`src/rtl/keypad_pkg.sv`:
```
// Shared constants and the row/column to key-code map for the keypad scanner.
package keypad_pkg;

  typedef logic [3:0] key_code_t;

  localparam key_code_t NOKEY    = 4'd10;
  localparam key_code_t KEY_STAR = 4'd11;
  localparam key_code_t KEY_HASH = 4'd12;

  localparam int ROWS = 4;
  localparam int COLS = 3;

  // Rows 0-2 hold digits 1-9; the bottom row is '*', '0', '#'.
  function automatic key_code_t keymap(input logic [1:0] row, input logic [1:0] col);
    key_code_t code;
    if (row == 2'd3) begin
      case (col)
        2'd0:    code = KEY_STAR;
        2'd1:    code = 4'd0;
        default: code = KEY_HASH;
      endcase
    end else begin
      code = ({2'b00, row} * 4'd3) + {2'b00, col} + 4'd1;
    end
    return code;
  endfunction

endpackage

```
`src/rtl/keypad_scanner_if.sv`:
```
// Key event bundle from the keypad scanner to its consumer (the clock core).
interface keypad_scanner_if;
  import keypad_pkg::*;

  key_code_t key;
  logic      key_valid;
  logic      key_held;

  modport master (output key, key_valid, key_held);
  modport slave  (input  key, key_valid, key_held);
endinterface

```
`src/rtl/keypad_debounce.sv`:
```
// Scan-level debouncer: accepts a code after DEBOUNCE_SCANS matching scans.
// Auto-repeat strobes are built only when KEYPAD_REPEAT_EN is defined.
module keypad_debounce
  import keypad_pkg::*;
#(
  parameter int DEBOUNCE_SCANS = 2,
  parameter int REPEAT_SCANS   = 32
) (
  input  logic      clk,
  input  logic      reset,
  input  logic      scan_end,
  input  key_code_t scan_code,
  output key_code_t key,
  output logic      key_valid,
  output logic      key_held
);

  localparam int SW = $clog2(DEBOUNCE_SCANS + 1);
  localparam logic [SW-1:0] STABLE_MAX = SW'(DEBOUNCE_SCANS);

  key_code_t     cand_reg, cand_next;
  logic [SW-1:0] stable_reg, stable_next;
  logic          accept;

  always_comb begin
    cand_next   = cand_reg;
    stable_next = stable_reg;
    if (scan_code == cand_reg) begin
      if (stable_reg != STABLE_MAX) stable_next = stable_reg + 1'b1;
    end else begin
      cand_next   = scan_code;
      stable_next = SW'(1);
    end
  end

  assign accept = scan_end && (stable_next == STABLE_MAX) && (cand_next != key);

`ifdef KEYPAD_REPEAT_EN
  localparam int RW = $clog2(REPEAT_SCANS + 1);
  localparam logic [RW-1:0] REP_LAST = RW'(REPEAT_SCANS - 1);
  logic [RW-1:0] rep_cnt_reg;
`else
  logic [31:0] repeat_unused;
  assign repeat_unused = 32'(REPEAT_SCANS);
`endif

  always_ff @(posedge clk) begin
    if (reset) begin
      cand_reg    <= NOKEY;
      stable_reg  <= '0;
      key         <= NOKEY;
      key_valid   <= 1'b0;
      key_held    <= 1'b0;
`ifdef KEYPAD_REPEAT_EN
      rep_cnt_reg <= '0;
`endif
    end else begin
      key_valid <= 1'b0;
      if (scan_end) begin
        cand_reg   <= cand_next;
        stable_reg <= stable_next;
      end
      // Release updates the code silently; only real keys strobe.
      if (accept) begin
        key       <= cand_next;
        key_held  <= (cand_next != NOKEY);
        key_valid <= (cand_next != NOKEY);
      end
`ifdef KEYPAD_REPEAT_EN
      if (accept) begin
        rep_cnt_reg <= '0;
      end else if (scan_end) begin
        if ((key != NOKEY) && (scan_code == key)) begin
          if (rep_cnt_reg == REP_LAST) begin
            rep_cnt_reg <= '0;
            key_valid   <= 1'b1;
          end else begin
            rep_cnt_reg <= rep_cnt_reg + 1'b1;
          end
        end else begin
          rep_cnt_reg <= '0;
        end
      end
`endif
    end
  end

endmodule

```
`src/rtl/keypad_scanner.sv`:
```
// 4x3 matrix keypad scanner: column drive, row sync, per-scan hit accumulation.
// Optional auto-repeat in the debouncer is enabled by defining KEYPAD_REPEAT_EN.
module keypad_scanner
  import keypad_pkg::*;
#(
  parameter int SCAN_DIV       = 4,
  parameter int DEBOUNCE_SCANS = 2,
  parameter int REPEAT_SCANS   = 32
) (
  input  logic                     clk,
  input  logic                     reset,
  input  logic [ROWS-1:0]          row_n,
  output logic [COLS-1:0]          col_n,
  keypad_scanner_if.master         kif
);

  localparam int DW = $clog2(SCAN_DIV);
  localparam logic [DW-1:0] DWELL_LAST = DW'(SCAN_DIV - 1);
  localparam logic [1:0]    LAST_COL   = 2'(COLS - 1);

  logic [ROWS-1:0] row_meta_reg, row_sync_reg;
  logic [DW-1:0]   dwell_reg;
  logic [1:0]      col_idx_reg;
  logic [1:0]      hit_cnt_reg;
  key_code_t       hit_code_reg;
  logic            scan_end_reg;
  key_code_t       scan_code_reg;

  logic            sample;
  logic [ROWS-1:0] pressed;
  key_code_t       row_code [ROWS];
  logic [2:0]      col_hits;
  key_code_t       col_code;
  logic [2:0]      total_hits;
  logic [1:0]      merged_cnt;
  key_code_t       merged_code;

  assign col_n  = ~(3'b001 << col_idx_reg);
  assign sample = (dwell_reg == DWELL_LAST);

  genvar gi;
  generate
    for (gi = 0; gi < ROWS; gi++) begin : g_row
      assign pressed[gi]  = ~row_sync_reg[gi];
      assign row_code[gi] = keymap(2'(gi), col_idx_reg);
    end
  endgenerate

  // Hit count saturates at 2: anything above one press is a multi-key scan.
  always_comb begin
    col_hits = '0;
    col_code = NOKEY;
    for (int r = 0; r < ROWS; r++) begin
      if (pressed[r]) begin
        col_hits = col_hits + 3'd1;
        col_code = row_code[r];
      end
    end
    total_hits  = col_hits + ((col_idx_reg == 2'd0) ? 3'd0 : {1'b0, hit_cnt_reg});
    merged_cnt  = (total_hits > 3'd1) ? 2'd2 : total_hits[1:0];
    merged_code = (col_hits != 3'd0) ? col_code : hit_code_reg;
  end

  always_ff @(posedge clk) begin
    if (reset) begin
      row_meta_reg  <= '1;
      row_sync_reg  <= '1;
      dwell_reg     <= '0;
      col_idx_reg   <= '0;
      hit_cnt_reg   <= '0;
      hit_code_reg  <= NOKEY;
      scan_end_reg  <= 1'b0;
      scan_code_reg <= NOKEY;
    end else begin
      row_meta_reg <= row_n;
      row_sync_reg <= row_meta_reg;
      scan_end_reg <= 1'b0;
      if (sample) begin
        dwell_reg    <= '0;
        col_idx_reg  <= (col_idx_reg == LAST_COL) ? 2'd0 : col_idx_reg + 2'd1;
        hit_cnt_reg  <= merged_cnt;
        hit_code_reg <= merged_code;
        if (col_idx_reg == LAST_COL) begin
          scan_end_reg  <= 1'b1;
          scan_code_reg <= (merged_cnt == 2'd1) ? merged_code : NOKEY;
        end
      end else begin
        dwell_reg <= dwell_reg + 1'b1;
      end
    end
  end

  key_code_t key;
  logic      key_valid;
  logic      key_held;

  keypad_debounce #(
    .DEBOUNCE_SCANS (DEBOUNCE_SCANS),
    .REPEAT_SCANS   (REPEAT_SCANS)
  ) u_debounce (
    .clk       (clk),
    .reset     (reset),
    .scan_end  (scan_end_reg),
    .scan_code (scan_code_reg),
    .key       (key),
    .key_valid (key_valid),
    .key_held  (key_held)
  );

  assign kif.key       = key;
  assign kif.key_valid = key_valid;
  assign kif.key_held  = key_held;

endmodule

```
`src/flat_wrapper.sv`:
```
// flat-port wrapper written by rule: the top's interface ports become plain ports
module keypad_scanner_flat import keypad_pkg::*;
#(
  parameter int SCAN_DIV       = 4,
  parameter int DEBOUNCE_SCANS = 2,
  parameter int REPEAT_SCANS   = 32
)
  (clk, reset, row_n, col_n, kif_key, kif_key_valid, kif_key_held);
  keypad_scanner_if kif_i ();
  input  logic clk;
  input  logic reset;
  input  logic [ROWS-1:0] row_n;
  output logic [COLS-1:0] col_n;
  output wire logic [$bits(kif_i.key)-1:0] kif_key;
  output wire logic [$bits(kif_i.key_valid)-1:0] kif_key_valid;
  output wire logic [$bits(kif_i.key_held)-1:0] kif_key_held;
  assign kif_key = kif_i.key;
  assign kif_key_valid = kif_i.key_valid;
  assign kif_key_held = kif_i.key_held;
  keypad_scanner #(.SCAN_DIV(SCAN_DIV), .DEBOUNCE_SCANS(DEBOUNCE_SCANS), .REPEAT_SCANS(REPEAT_SCANS)) u_core (.clk(clk), .reset(reset), .row_n(row_n), .col_n(col_n), .kif(kif_i));
endmodule
```
`config.mk`:
```
export PLATFORM = sky130hd
export DESIGN_NAME = keypad_scanner_flat
export DESIGN_NICKNAME = d
export VERILOG_FILES = /design/src/rtl/keypad_pkg.sv /design/src/rtl/keypad_scanner_if.sv /design/src/rtl/keypad_debounce.sv /design/src/rtl/keypad_scanner.sv /design/src/flat_wrapper.sv
export SDC_FILE = /design/constraint.sdc
export NUM_CORES = 1
export LEC_CHECK = 0
export BUFFER_PORTS_ARGS = -buffer_cell sky130_fd_sc_hd__buf_2
export CAP_MARGIN = 20
export CORE_MARGIN = 4
export CORE_UTILIZATION = 60
export CTS_BUF_LIST = sky130_fd_sc_hd__clkbuf_4
export CTS_CLUSTER_DIAMETER = 120
export DETAILED_ROUTE_END_ITERATION = 8
export PLACE_DENSITY = 0.85
export SLEW_MARGIN = 20
export SYNTH_ARGS = -nofsm -noshare
export SYNTH_HDL_FRONTEND = slang
export SYNTH_SLANG_ARGS = --single-unit
```
`constraint.sdc`:
```
create_clock -name clk -period 5.68 [get_ports clk]
set_input_delay 0.852 -clock clk [delete_from_list [all_inputs] [get_ports clk]]
set_output_delay 0.852 -clock clk [all_outputs]
set_load 0.03 [all_outputs]
```
# --- Word-level counts from Yosys, hierarchy flattened ---
# Cells that the tools add are included.
totals:
  ff_bits: 35
  in_bits: 6
  out_inout_bits: 9
classes:
  n_addsub: 12
  n_lt_le_gt_ge: 1
  eq_ne: 9
  shift: 1
  muxes: 18
  bitwise: 3
  n_reduce_logical: 8
ops:
  columns: ["op", "count"]
  rows:
  - ["$mux W4", 7]
  - ["$mux W2", 5]
  - ["$mux W3", 3]
  - ["$add A4 B1 Y4 const B", 2]
  - ["$pmux W4 S2", 1]
  - ["$add A2 B1 Y2 const B", 3]
  - ["$add A3 B1 Y3 const B", 2]
  - ["$eq A2 B2 Y1 const B", 3]
  - ["$reduce_or A2 Y1", 3]
  - ["$add A3 B2 Y4 const A", 1]
  - ["$eq A2 B1 Y1 const B", 2]
  - ["$eq A4 B4 Y1", 1]
  - ["$ne A4 B4 Y1", 1]
  - ["$ne A4 B4 Y1 const B", 1]
  - ["$add A2 B1 Y3 const B", 1]
  - ["$add A2 B2 Y3 const A", 1]
  - ["$add A3 B3 Y3", 1]
  - ["$gt A3 B1 Y1 const B", 1]
  - ["$not A3 Y3", 1]
  - ["$reduce_bool A3 Y1", 1]
  - ["$shl A1 B2 Y3 const A", 1]
  - ["$add A1 B1 Y2 const B", 1]
  - ["$logic_and A1 B1 Y1", 2]
  - ["$logic_not A2 Y1", 1]
  - ["4 further kinds", 6]

# --- Logic depth before layout (Yosys ltp) ---
# Gate-level depths: netlist of run 1.
logic_depth:
  ltp_word: 12
  ltp_mapped: 11
  mapped_depth_nobuf: 10

# --- Modules after synthesis ---
# From an unflattened synthesis of run 1, not the netlist that was laid out.
hier_totals:
  cells_unflattened: 218
  hier_area_um2: 1994.4
by_module_without_submodules:
  columns: ["mod", "n_inst", "cells_each", "area_per_inst_um2", "seq_area_each_um2"]
  rows:
  - ["keypad_scanner", 1, 154, 1391.3, 460.4]
  - ["keypad_debounce", 1, 64, 603.1, 240.2]

# --- Worst setup path before layout of run 1 ---
# Ideal clock, no wire load.
synth_timing:
  kind: "register to register"
  startpoint: "reg u_core.row_sync_reg[1]"
  endpoint: "reg u_core.scan_code_reg[2]"
  setup_time_ns: 0.067
  arrival_ns: 2.471
  setup_slack_ns: 3.141
  path_stages_with_launch: 12
  period_less_slack_ns: 2.539
  path_cell_list: "dfxtp_1 > inv_1 > ha_1 > buf_6 > xnor2_1 > xnor2_1 > ha_1 > inv_1 > fa_1 > nand4b_1 > mux2_4 > o21ai_2"
synth_between:
  elab_chain_cells: 10
  elab_cells_between_ends: 15
  cone_classes: "3 x add/sub; 1 x order compare; 1 x eq/ne; 9 x mux; 1 x reduce/logical"
synth_lines:
  columns: ["item", "line", "rtl"]
  rows:
  - ["start: declaration", "keypad_scanner.sv:21", "logic [ROWS-1:0] row_meta_reg, row_sync_reg;"]
  - ["start signal: assignment", "keypad_scanner.sv:76", "row_sync_reg <= row_meta_reg;"]
  - ["$mux W3", "keypad_scanner.sv:54", "if (pressed[r]) begin"]
  - ["$add A3 B1 Y3", "keypad_scanner.sv:55", "col_hits = col_hits + 3'd1;"]
  - ["$mux W3", "keypad_scanner.sv:54", null]
  - ["$add A3 B1 Y3", "keypad_scanner.sv:55", null]
  - ["$mux W3", "keypad_scanner.sv:54", null]
  - ["$add A3 B3 Y3", "keypad_scanner.sv:59", "total_hits = col_hits + ((col_idx_reg == 2'd0) ? 3'd0 : {1'b0, hit_cnt_reg});"]
  - ["$gt A3 B1 Y1", "keypad_scanner.sv:60", "merged_cnt = (total_hits > 3'd1) ? 2'd2 : total_hits[1:0];"]
  - ["$mux W2", "keypad_scanner.sv:60", null]
  - ["$eq A2 B1 Y1", "keypad_scanner.sv:85", "scan_code_reg <= (merged_cnt == 2'd1) ? merged_code : NOKEY;"]
  - ["$mux W4 (*)", "keypad_scanner.sv:85", null]
  - ["end signal: assignment", "keypad_scanner.sv:85", null]
  - ["end: declaration", "keypad_scanner.sv:27", "key_code_t scan_code_reg;"]
# Every way passes the cells marked *; elsewhere a longest branch is shown, timed or not.
# A chain may end at the register's enable or synchronous reset.

# --- Worst setup path in the final report of run 1 ---
layout_timing:
  startpoint: "reg u_core.row_sync_reg[1]"
  endpoint: "reg u_core.scan_code_reg[0]"
# Same word-level chain as after synthesis.

==> flow_metrics.env, run 1 <==
export IMPL_track_usage=0.207
export IMPL_viasPerCell=5.87
export IMPL_post_route_min_period_ns=2.81
export IMPL_die_w_um=63.8
export IMPL_end_kind="register"
export IMPL_clock_latency_ns=0.35
export IMPL_fillCellCount=222
export IMPL_cts_tree="done"
export IMPL_ys_types=49
export IMPL_setup_viol=0
export IMPL_num_antenna_cells=0
export IMPL_drt_first_pass_iters=4
export IMPL_clk_pin_slew_ns=0.12
export IMPL_synth_edf_count=0
export IMPL_slew_headroom=0.604
export IMPL_ys_ff_latch=35
export IMPL_worst_pin_slew_ns=0.586
export IMPL_avgSynthCellArea_sq_um=9.20
export IMPL_synth_area_leader_cell="dfxtp_1"
export IMPL_syn_area_sq_mm=0.00187
export IMPL_gp_congestion=0.864
export IMPL_max_freq_mhz=356
export IMPL_synth_fp_nets=223
export IMPL_boundaryPins=15
export IMPL_cp_max_fo=9
export IMPL_grt_antenna_before_repair=0
export IMPL_cts_hold_buf=0
export IMPL_regArea_sq_um=701
export IMPL_h_tree_depth=2
export IMPL_power_leakage_nw=0.865
export IMPL_fp_dieH_um=63.8
export IMPL_drive_gt1_frac=0.184
export IMPL_fin_nets=236
export IMPL_async_reset_ff_frac=0
export IMPL_setup_tns_ns=0
export IMPL_yosysTopAreaCellShare=0.375
export IMPL_via_count=1455
export IMPL_grt_max_degree=27
export IMPL_drv_cap=0
export IMPL_die_area_sq_mm=0.00407
export IMPL_hold_violations=0
export IMPL_post_route_drc_count=0
export IMPL_wl_per_cell_um=15.1
export IMPL_cts_root_buf="clkbuf_4"
export IMPL_numCtsBuffers=5
export IMPL_clockBufferDepth=2
export IMPL_synth_area_leaders="dfxtp_1 (38%), ha_1 (8.7%), mux2i_1 (8.6%)"
export IMPL_multiInputGateArea_sq_mm=0.00107
export IMPL_first_iter_violations=90
export IMPL_antenna_left=0
export IMPL_yosysWarnings=0
export IMPL_utilization=0.706
export IMPL_vdd_ir_drop_max_mv=0.179
export IMPL_ys_flop_type="dfxtp_1"
export IMPL_ys_seq_area_frac=0.375
export IMPL_finalMaxSlewViolations=0
export IMPL_area_growth_pct=7.84
export IMPL_rsz0062_at_grt="no"
export IMPL_worst_hold_path_type="register to register"
export IMPL_crit_required_ns=5.98
export IMPL_coreArea_sq_mm=0.00285
export IMPL_initial_utilization=0.655
export IMPL_grt_overflow=0
export IMPL_worstPathArrival_ns=3.10
export IMPL_critPathLaunchType="register"
export IMPL_rows=19
export IMPL_grt_pass1_vias=1453
export IMPL_clock_sinks=35
export IMPL_grt_pass1_wl_um=6630
export IMPL_io_buffers=14
export IMPL_cts_setup_buffers=0
export IMPL_dp_hpwl_um=2770
export IMPL_p_per_area_mw_per_mm2=245
export IMPL_ctsResizeCount=0
export IMPL_wl_um=3730
export IMPL_period_share=0.494
export IMPL_criticalPathCategory="register to register"
export IMPL_syn_inst=203
export IMPL_status="finished clean"
export IMPL_fin_worst_skew_ns=0.0167
[through the flow]
step	cell area [sq um]	worst slack, ns	std cells	hold slack [ns]	total power, mW
detailed placement	1930	2.92	240	0.399	0.314
CTS	2010	2.88	248	0.424	0.498
finish	2010	2.87	248	0.419	0.494
floorplan	1870	3.14	203	0.389	0.303
global placement	1930	3.06	240	0.392	0.311
global route	2010	2.67	248	0.438	0.519
[critical path, stage by stage (launching register included)]
cell,delay [ns]
dfxtp_1,0.48
inv_1,0.14
ha_1,0.41
xnor2_1,0.24
xnor2_1,0.15
ha_1,0.16
inv_1,0.04
fa_1,0.56
nand4b_1,0.14
mux2_4,0.31
o21ai_2,0.12
[report_power, final]
part           internal, mW  switching, mW  leakage [nW]
sequential            0.252        0.00577         0.285
clock                0.0928         0.0921        0.0432
combinational        0.0213         0.0307         0.536
[cell type report]
cell class / count / share of cell area
clock buffer: 5 / 0.0186
clock inverter: 3 / 0.0211
inverter: 15 / 0.0280
multi-input combinational: 145 / 0.530
sequential: 35 / 0.348
tap: 31 / 0.0193
timing repair buffer: 14 / 0.0348
[path summary, 6_finish.rpt]
| check | depth (start not counted) | from | slack (ns) | to |
|---|---|---|---|---|
| hold / removal | 1 | u_core.row_meta_reg[1]$_SDFF_PP1_ | 0.42 | u_core.row_sync_reg[1]$_SDFF_PP1_ |
| setup / recovery | 10 | u_core.row_sync_reg[1]$_SDFF_PP1_ | 2.87 | u_core.scan_code_reg[0]$_SDFFE_PP0P_ |
| hold reg to reg | 1 | u_core.row_meta_reg[1]$_SDFF_PP1_ | 0.42 | u_core.row_sync_reg[1]$_SDFF_PP1_ |
| setup reg to reg | 10 | u_core.row_sync_reg[1]$_SDFF_PP1_ | 2.87 | u_core.scan_code_reg[0]$_SDFFE_PP0P_ |
[cells in the final DEF (no fill, tap or decap), types with 3 or more instances in the layout]
| cell | synthesis | final |
|---|---|---|
| ha_1 | 13 | 13 |
| xnor2_1 | 6 | 6 |
| or2_2 | 8 | 8 |
| nand3_1 | 5 | 5 |
| nand2b_1 | 3 | 3 |
| clkbuf_4 | 0 | 5 |
| xor2_1 | 6 | 6 |
| inv_1 | 14 | 14 |
| nor2b_1 | 3 | 3 |
| o21ai_0 | 8 | 8 |
| o221a_2 | 3 | 3 |
| dfxtp_1 | 35 | 35 |
| mux2i_1 | 16 | 16 |
| a21oi_1 | 8 | 8 |
| nor2_1 | 18 | 18 |
| buf_2 | 1 | 14 |
| nand2_1 | 16 | 16 |
[cell usage after synthesis, types with 2 or more instances]
cell type,number
nand3_1,5
xor2_1,6
o21ai_2,2
ha_1,13
nor2b_1,3
nand2b_1,3
nor3_1,2
mux2i_1,16
inv_1,14
dfxtp_1,35
a21oi_1,8
nand4_1,2
nor2_1,18
xnor2_1,6
a31oi_1,2
or2_2,8
o221a_2,3
o21ai_0,8
nand2_1,16
clkbuf_1,4
[metal layers]
metal | global-route usage | vias up | share of wire
li1 | - | 722 | -
met1 | 0.253 | 686 | 0.43
met2 | 0.345 | 43 | 0.50
met3 | 0.0630 | 4 | 0.056
met4 | 0.0755 | 0 | 0.012
met5 | 0 | - | 0
[logic make-up after synthesis]
kind of cell | after synthesis | synth area share
AND/OR/NAND/NOR | 68 | 0.191
flip-flops | 35 | 0.375
AO/OA/AOI/OAI | 34 | 0.133
buffers and inverters | 23 | 0.0529
multiplexers | 17 | 0.0938
adder cells (fa/ha/maj) | 14 | 0.0978
XOR/XNOR | 12 | 0.0563
Power figures use the tool's default switching activity.
==> run 2, diff against run 1 <==
Clock period 5.68 ns to 2.9 ns, I/O delays scaled along.
==> flow_metrics.env, run 2 (synthesized netlist as in run 1, its figures left out) <==
export IMPL_r2r_start="u_core.row_sync_reg[1]$_SDFF_PP1_"
export IMPL_clock_latency_ns=0.35
export IMPL_p_per_area_mw_per_mm2=480
export IMPL_grt_max_degree=27
export IMPL_slew_headroom=0.634
export IMPL_timing_reg2reg_setup_slack_ns=0.25
export IMPL_wl_per_cell_um=14.9
export IMPL_crit_required_ns=3.20
export IMPL_num_antenna_cells=0
export IMPL_power_frac_seq=0.521
export IMPL_cts_hold_buf=0
export IMPL_dp_hpwl_um=2770
export IMPL_track_usage=0.207
export IMPL_min_from="row_n[3]"
export IMPL_rows=19
export IMPL_reg2reg_depth=10
export IMPL_route_met2_wl_um=1880
export IMPL_clockBufferDepth=2
export IMPL_worstHoldEndpoint="u_core.row_meta_reg[3]$_SDFF_PP1_"
export IMPL_cp_cell_sequence="inv_1 -> ha_2 -> xnor2_1 -> xnor2_1 -> ha_1 -> inv_1 -> fa_1 -> nand4b_1 -> mux2_4 -> o21ai_2"
export IMPL_area_growth_pct=8.04
export IMPL_end_kind="register"
export IMPL_final_common_cell="dfxtp_1"
export IMPL_io_buffers=14
export IMPL_post_route_min_period_ns=2.65
export IMPL_grt_overflow=0
export IMPL_boundaryPins=15
export IMPL_clk_pin_slew_ns=0.12
export IMPL_cts_root_buf="clkbuf_4"
export IMPL_cp_max_fo=9
export IMPL_drt_first_pass_iters=4
export IMPL_p_sw_frac=0.260
export IMPL_place_ws_ns=0.138
export IMPL_dr_max_layer_used="met4"
export IMPL_gp_congestion=0.864
export IMPL_worstPathArrival_ns=2.95
export IMPL_worst_hold_path_type="primary input to register"
export IMPL_initial_utilization=0.655
export IMPL_via_count=1449
export IMPL_setup_viol=0
export IMPL_p_total_mw=0.968
export IMPL_coreArea_sq_mm=0.00285
export IMPL_h_tree_depth=2
export IMPL_max_freq_mhz=377
export IMPL_critical_path_slowest_cell="fa_1"
export IMPL_drv_cap=0
export IMPL_timing_hold_ws_ns=0.263
export IMPL_viasPerCell=5.84
export IMPL_rsz0062_at_grt="no"
export IMPL_critPathMaxStageDelay_ns=0.56
export IMPL_cts_tree="done"
export IMPL_fin_worst_skew_ns=0.0145
export IMPL_crit_family="adder cells"
export IMPL_vdd_ir_drop_max_mv=0.352
export IMPL_die_w_um=63.8
export IMPL_critical_path_buf_inv_count=2
export IMPL_numCtsBuffers=5
export IMPL_status="finished clean"
export IMPL_setup_tns_ns=0
export IMPL_clock_sinks=35
export IMPL_regToRegEndpoint="u_core.scan_code_reg[0]$_SDFFE_PP0P_"
export IMPL_clkPwrFrac=0.374
export IMPL_drive_gt1_frac=0.194
export IMPL_hold_violations=0
export IMPL_grt_pass1_vias=1453
export IMPL_grt_antenna_before_repair=0
export IMPL_post_route_drc_count=0
export IMPL_internal_power_mw=0.717
export IMPL_worst_pin_slew_ns=0.543
export IMPL_utilization=0.707
export IMPL_switchingPower_mw=0.251
export IMPL_critPathLaunchType="register"
export IMPL_final_cell_mix="dfxtp_1 (34), nor2_1 (18), nand2_1 (16), mux2i_1 (16)"
export IMPL_grt_pass1_wl_um=6630
export IMPL_period_share=0.914
export IMPL_power_leakage_nw=0.861
export IMPL_pwr_share_comb=0.105
export IMPL_fin_nets=236
export IMPL_wl_met1_um=1530
export IMPL_antenna_left=0
export IMPL_dr_wl_met3_um=211
export IMPL_first_iter_violations=90
export IMPL_wl_um=3700
export IMPL_criticalPathCategory="register to register"
export IMPL_die_area_sq_mm=0.00407
export IMPL_hold_depth=2
export IMPL_setup_ws_ns=0.250
export IMPL_finalMaxSlewViolations=0
export IMPL_fp_dieH_um=63.8
[run 2: worst reg2reg max path, cell delays in order (launching register included)]
cell and delay [ns]:
dfxtp_2 0.41, inv_1 0.11, ha_2 0.43, xnor2_1 0.17, xnor2_1 0.15, ha_1 0.16, inv_1 0.04, fa_1 0.56
nand4b_1 0.14, mux2_4 0.31, o21ai_2 0.12
[run 2: worst max-delay path by stage]
stage	startpoint	end	slack (ns)	depth (start not counted)
3_5_place_dp	u_core.row_sync_reg[1]$_SDFF_PP1_	u_core.scan_code_reg[0]$_SDFFE_PP0P_	0.14	10
4_1_cts	u_core.row_sync_reg[1]$_SDFF_PP1_	u_core.scan_code_reg[0]$_SDFFE_PP0P_	0.1	10
5_1_grt	u_core.row_sync_reg[1]$_SDFF_PP1_	u_core.scan_code_reg[0]$_SDFFE_PP0P_	0.07	10
2_1_floorplan	u_core.row_sync_reg[1]$_SDFF_PP1_	u_core.scan_code_reg[2]$_SDFFE_PP0P_	0.36	11
6_report	u_core.row_sync_reg[1]$_SDFF_PP1_	u_core.scan_code_reg[0]$_SDFFE_PP0P_	0.25	10
3_3_place_gp	u_core.row_sync_reg[1]$_SDFF_PP1_	u_core.scan_code_reg[2]$_SDFFE_PP0P_	0.28	10
[run 2: power groups by stage]
stage,Clock (mW),Combinational (mW),Sequential (mW)
detailed placement,0,0.101,0.515
floorplan,0,0.0839,0.509
global route,0.399,0.112,0.506
finish,0.362,0.102,0.504
global placement,0,0.0951,0.513
CTS,0.370,0.101,0.504
[run 2: stage by stage]
| stage | cell area [sq um] | cells |
|---|---|---|
| floorplan | 1870 | 203 |
| global placement | 1930 | 240 |
| detailed placement | 1930 | 240 |
| CTS | 2010 | 248 |
| global route | 2020 | 248 |
| finish | 2020 | 248 |
[run 2: per-layer routing]
metal,GRT usage,vias to the layer above
met5,0,-
met1,0.253,678
met3,0.0630,8
met2,0.345,42
met4,0.0755,0
li1,-,721
[run 2: area by class of cell]
type	instances	area (sq um)
tap	31	38.8
multi-input combinational	145	1070
clock inverter	3	42.5
sequential	35	702
clock buffer	5	37.5
timing repair buffer	14	70.1
fill	221	835
inverter	15	56.3
[run 2: what timing repair did]
item                                   in CTS  in global routing
setup endpoints to repair                   0                  4
endpoints found under the hold margin       0                  0
gates resized for setup                     0                  2
setup buffers                               0                  0
==> run 3, diff against run 2 <==
--- a/config.mk
+++ b/config.mk
@@ -10,3 +10,3 @@
 export CORE_MARGIN = 4
-export CORE_UTILIZATION = 60
+export CORE_UTILIZATION = 50
 export CTS_BUF_LIST = sky130_fd_sc_hd__clkbuf_4
@@ -14,3 +14,3 @@
 export DETAILED_ROUTE_END_ITERATION = 8
-export PLACE_DENSITY = 0.85
+export PLACE_DENSITY = 0.73
 export SLEW_MARGIN = 20
==> constraint.sdc (replaced) <==
create_clock -name clk -period 2.9 [get_ports clk]
set_input_delay 0.58 -clock clk [delete_from_list [all_inputs] [get_ports clk]]
set_output_delay 0.58 -clock clk [all_outputs]
set_load 0.03 [all_outputs]
==> flow_metrics.env, run 3 (synthesized netlist as in run 1, its figures left out) <==
export IMPL_status="finished clean"
export IMPL_reg2reg_depth=10
export IMPL_power_leakage_nw=0.867
export IMPL_fp_dieH_um=69.1
export IMPL_dp_hpwl_um=2580
export IMPL_drv_cap=0
export IMPL_setup_tns_ns=0
export IMPL_fin_worst_skew_ns=0.0101
export IMPL_grt_pass1_wl_um=5940
export IMPL_finalMaxSlewViolations=0
export IMPL_critPathMaxStageDelay_ns=0.55
export IMPL_clock_latency_ns=0.34
export IMPL_wl_per_cell_um=12.8
export IMPL_antenna_left=0
export IMPL_vdd_ir_drop_max_mv=0.274
export IMPL_gp_congestion=0.795
export IMPL_num_antenna_cells=0
export IMPL_slew_headroom=0.644
export IMPL_r2r_start="u_core.row_sync_reg[1]$_SDFF_PP1_"
export IMPL_io_buffers=14
export IMPL_first_iter_violations=104
export IMPL_worstPathArrival_ns=2.93
export IMPL_post_route_drc_count=0
export IMPL_final_cell_mix="dfxtp_1 (35), nor2_1 (18), nand2_1 (16), mux2i_1 (16)"
export IMPL_critical_path_buf_inv_count=2
export IMPL_cts_hold_buf=0
export IMPL_grt_overflow=0
export IMPL_grt_pass1_vias=1340
export IMPL_hold_violations=0
export IMPL_cp_cell_sequence="inv_1 -> ha_1 -> xnor2_1 -> xnor2_1 -> ha_1 -> inv_1 -> fa_1 -> nand4b_1 -> mux2_4 -> o21ai_2"
export IMPL_coreArea_sq_mm=0.00347
export IMPL_min_from="u_core.row_meta_reg[2]$_SDFF_PP1_"
export IMPL_p_per_area_mw_per_mm2=431
export IMPL_initial_utilization=0.539
export IMPL_ctsResizeCount=0
export IMPL_fin_nets=238
export IMPL_rows=21
export IMPL_track_usage=0.155
export IMPL_p_total_mw=0.873
export IMPL_numCtsBuffers=5
export IMPL_wl_um=3390
export IMPL_grt_antenna_before_repair=0
export IMPL_cts_root_buf="clkbuf_4"
export IMPL_h_tree_depth=2
export IMPL_worstHoldEndpoint="u_core.row_sync_reg[2]$_SDFF_PP1_"
export IMPL_timing_reg2reg_setup_slack_ns=0.25
export IMPL_die_w_um=69.1
export IMPL_boundaryPins=15
export IMPL_clock_sinks=35
export IMPL_cts_setup_buffers=0
export IMPL_critPathLaunchType="register"
export IMPL_clk_pin_slew_ns=0.10
export IMPL_hold_depth=1
export IMPL_rsz0062_at_grt="no"
export IMPL_critical_path_slowest_cell="fa_1"
export IMPL_crit_family="adder cells"
export IMPL_drive_gt1_frac=0.196
export IMPL_viasPerCell=5.12
export IMPL_cts_tree="done"
export IMPL_post_route_min_period_ns=2.65
export IMPL_criticalPathCategory="register to register"
export IMPL_worst_hold_path_type="register to register"
export IMPL_die_area_sq_mm=0.00478
export IMPL_max_freq_mhz=377
export IMPL_area_growth_pct=8.44
export IMPL_fillCellCount=322
export IMPL_drt_first_pass_iters=4
export IMPL_via_count=1357
export IMPL_final_common_cell="dfxtp_1"
export IMPL_clockBufferDepth=2
export IMPL_grt_max_degree=27
export IMPL_end_kind="register"
export IMPL_worst_pin_slew_ns=0.534
export IMPL_setup_viol=0
export IMPL_period_share=0.914
export IMPL_cp_max_fo=9
export IMPL_crit_required_ns=3.18
export IMPL_regToRegEndpoint="u_core.scan_code_reg[2]$_SDFFE_PP0P_"
-- run 3: how the worst max path moves through the flow --
stage                                            startpoint                              endpoint  slack (ns)  cells past startpoint
after floorplan           u_core.row_sync_reg[1]$_SDFF_PP1_  u_core.scan_code_reg[2]$_SDFFE_PP0P_        0.36                     11
after global placement    u_core.row_sync_reg[1]$_SDFF_PP1_  u_core.scan_code_reg[2]$_SDFFE_PP0P_        0.34                     10
after detailed placement  u_core.row_sync_reg[1]$_SDFF_PP1_  u_core.scan_code_reg[2]$_SDFFE_PP0P_        0.23                     10
after CTS                 u_core.row_sync_reg[1]$_SDFF_PP1_  u_core.scan_code_reg[2]$_SDFFE_PP0P_        0.23                     10
after global routing      u_core.row_sync_reg[1]$_SDFF_PP1_  u_core.scan_code_reg[2]$_SDFFE_PP0P_        0.04                     10
final                     u_core.row_sync_reg[1]$_SDFF_PP1_  u_core.scan_code_reg[2]$_SDFFE_PP0P_        0.25                     10
-- run 3: final cells by class --
cell class | instances | area [sq um] | area share
Timing Repair Buffer | 16 | 85.1 | 0.0420
Tap cell | 46 | 57.6 | 0.0284
Inverter | 15 | 56.3 | 0.0278
Multi-Input combinational cell | 145 | 1070 | 0.527
Clock buffer | 7 | 52.6 | 0.0259
Clock inverter | 1 | 5.00 | 0.00247
Sequential cell | 35 | 701 | 0.346
-- run 3: power breakdown --
part           leakage, nW  internal, mW  total, mW  switching (mW)
combinational        0.546        0.0433      0.102          0.0584
sequential           0.285         0.492      0.502         0.00924
clock               0.0361         0.113      0.270           0.157
total                0.867         0.649      0.873           0.224
-- run 3: metrics by stage --
step	hold WS [ns]	utilization	setup slack (ns)	std cells	area, sq um
floorplan	0.389	-	0.361	203	1870
global placement	0.392	0.567	0.342	257	1970
detailed placement	0.394	0.567	0.234	257	1970
CTS	0.413	0.584	0.225	265	2030
global route	0.402	0.584	0.0356	265	2030
finish	0.414	0.584	0.250	265	2030
-- run 3: routing by layer --
metal  up-vias  track usage  wire, um
met5         -            0         0
met4         0       0.0477        48
met3         5       0.0596       157
met2        19        0.244      1540
met1       611        0.196      1640
li1        722            -         -
-- run 3: worst reg2reg max path, cell delays in order, from the launching register on --
cell and delay (ns):
dfxtp_1 0.47, inv_1 0.13, ha_1 0.35, xnor2_1 0.18, xnor2_1 0.14, ha_1 0.16, inv_1 0.05, fa_1 0.55
nand4b_1 0.15, mux2_4 0.31, o21ai_2 0.13
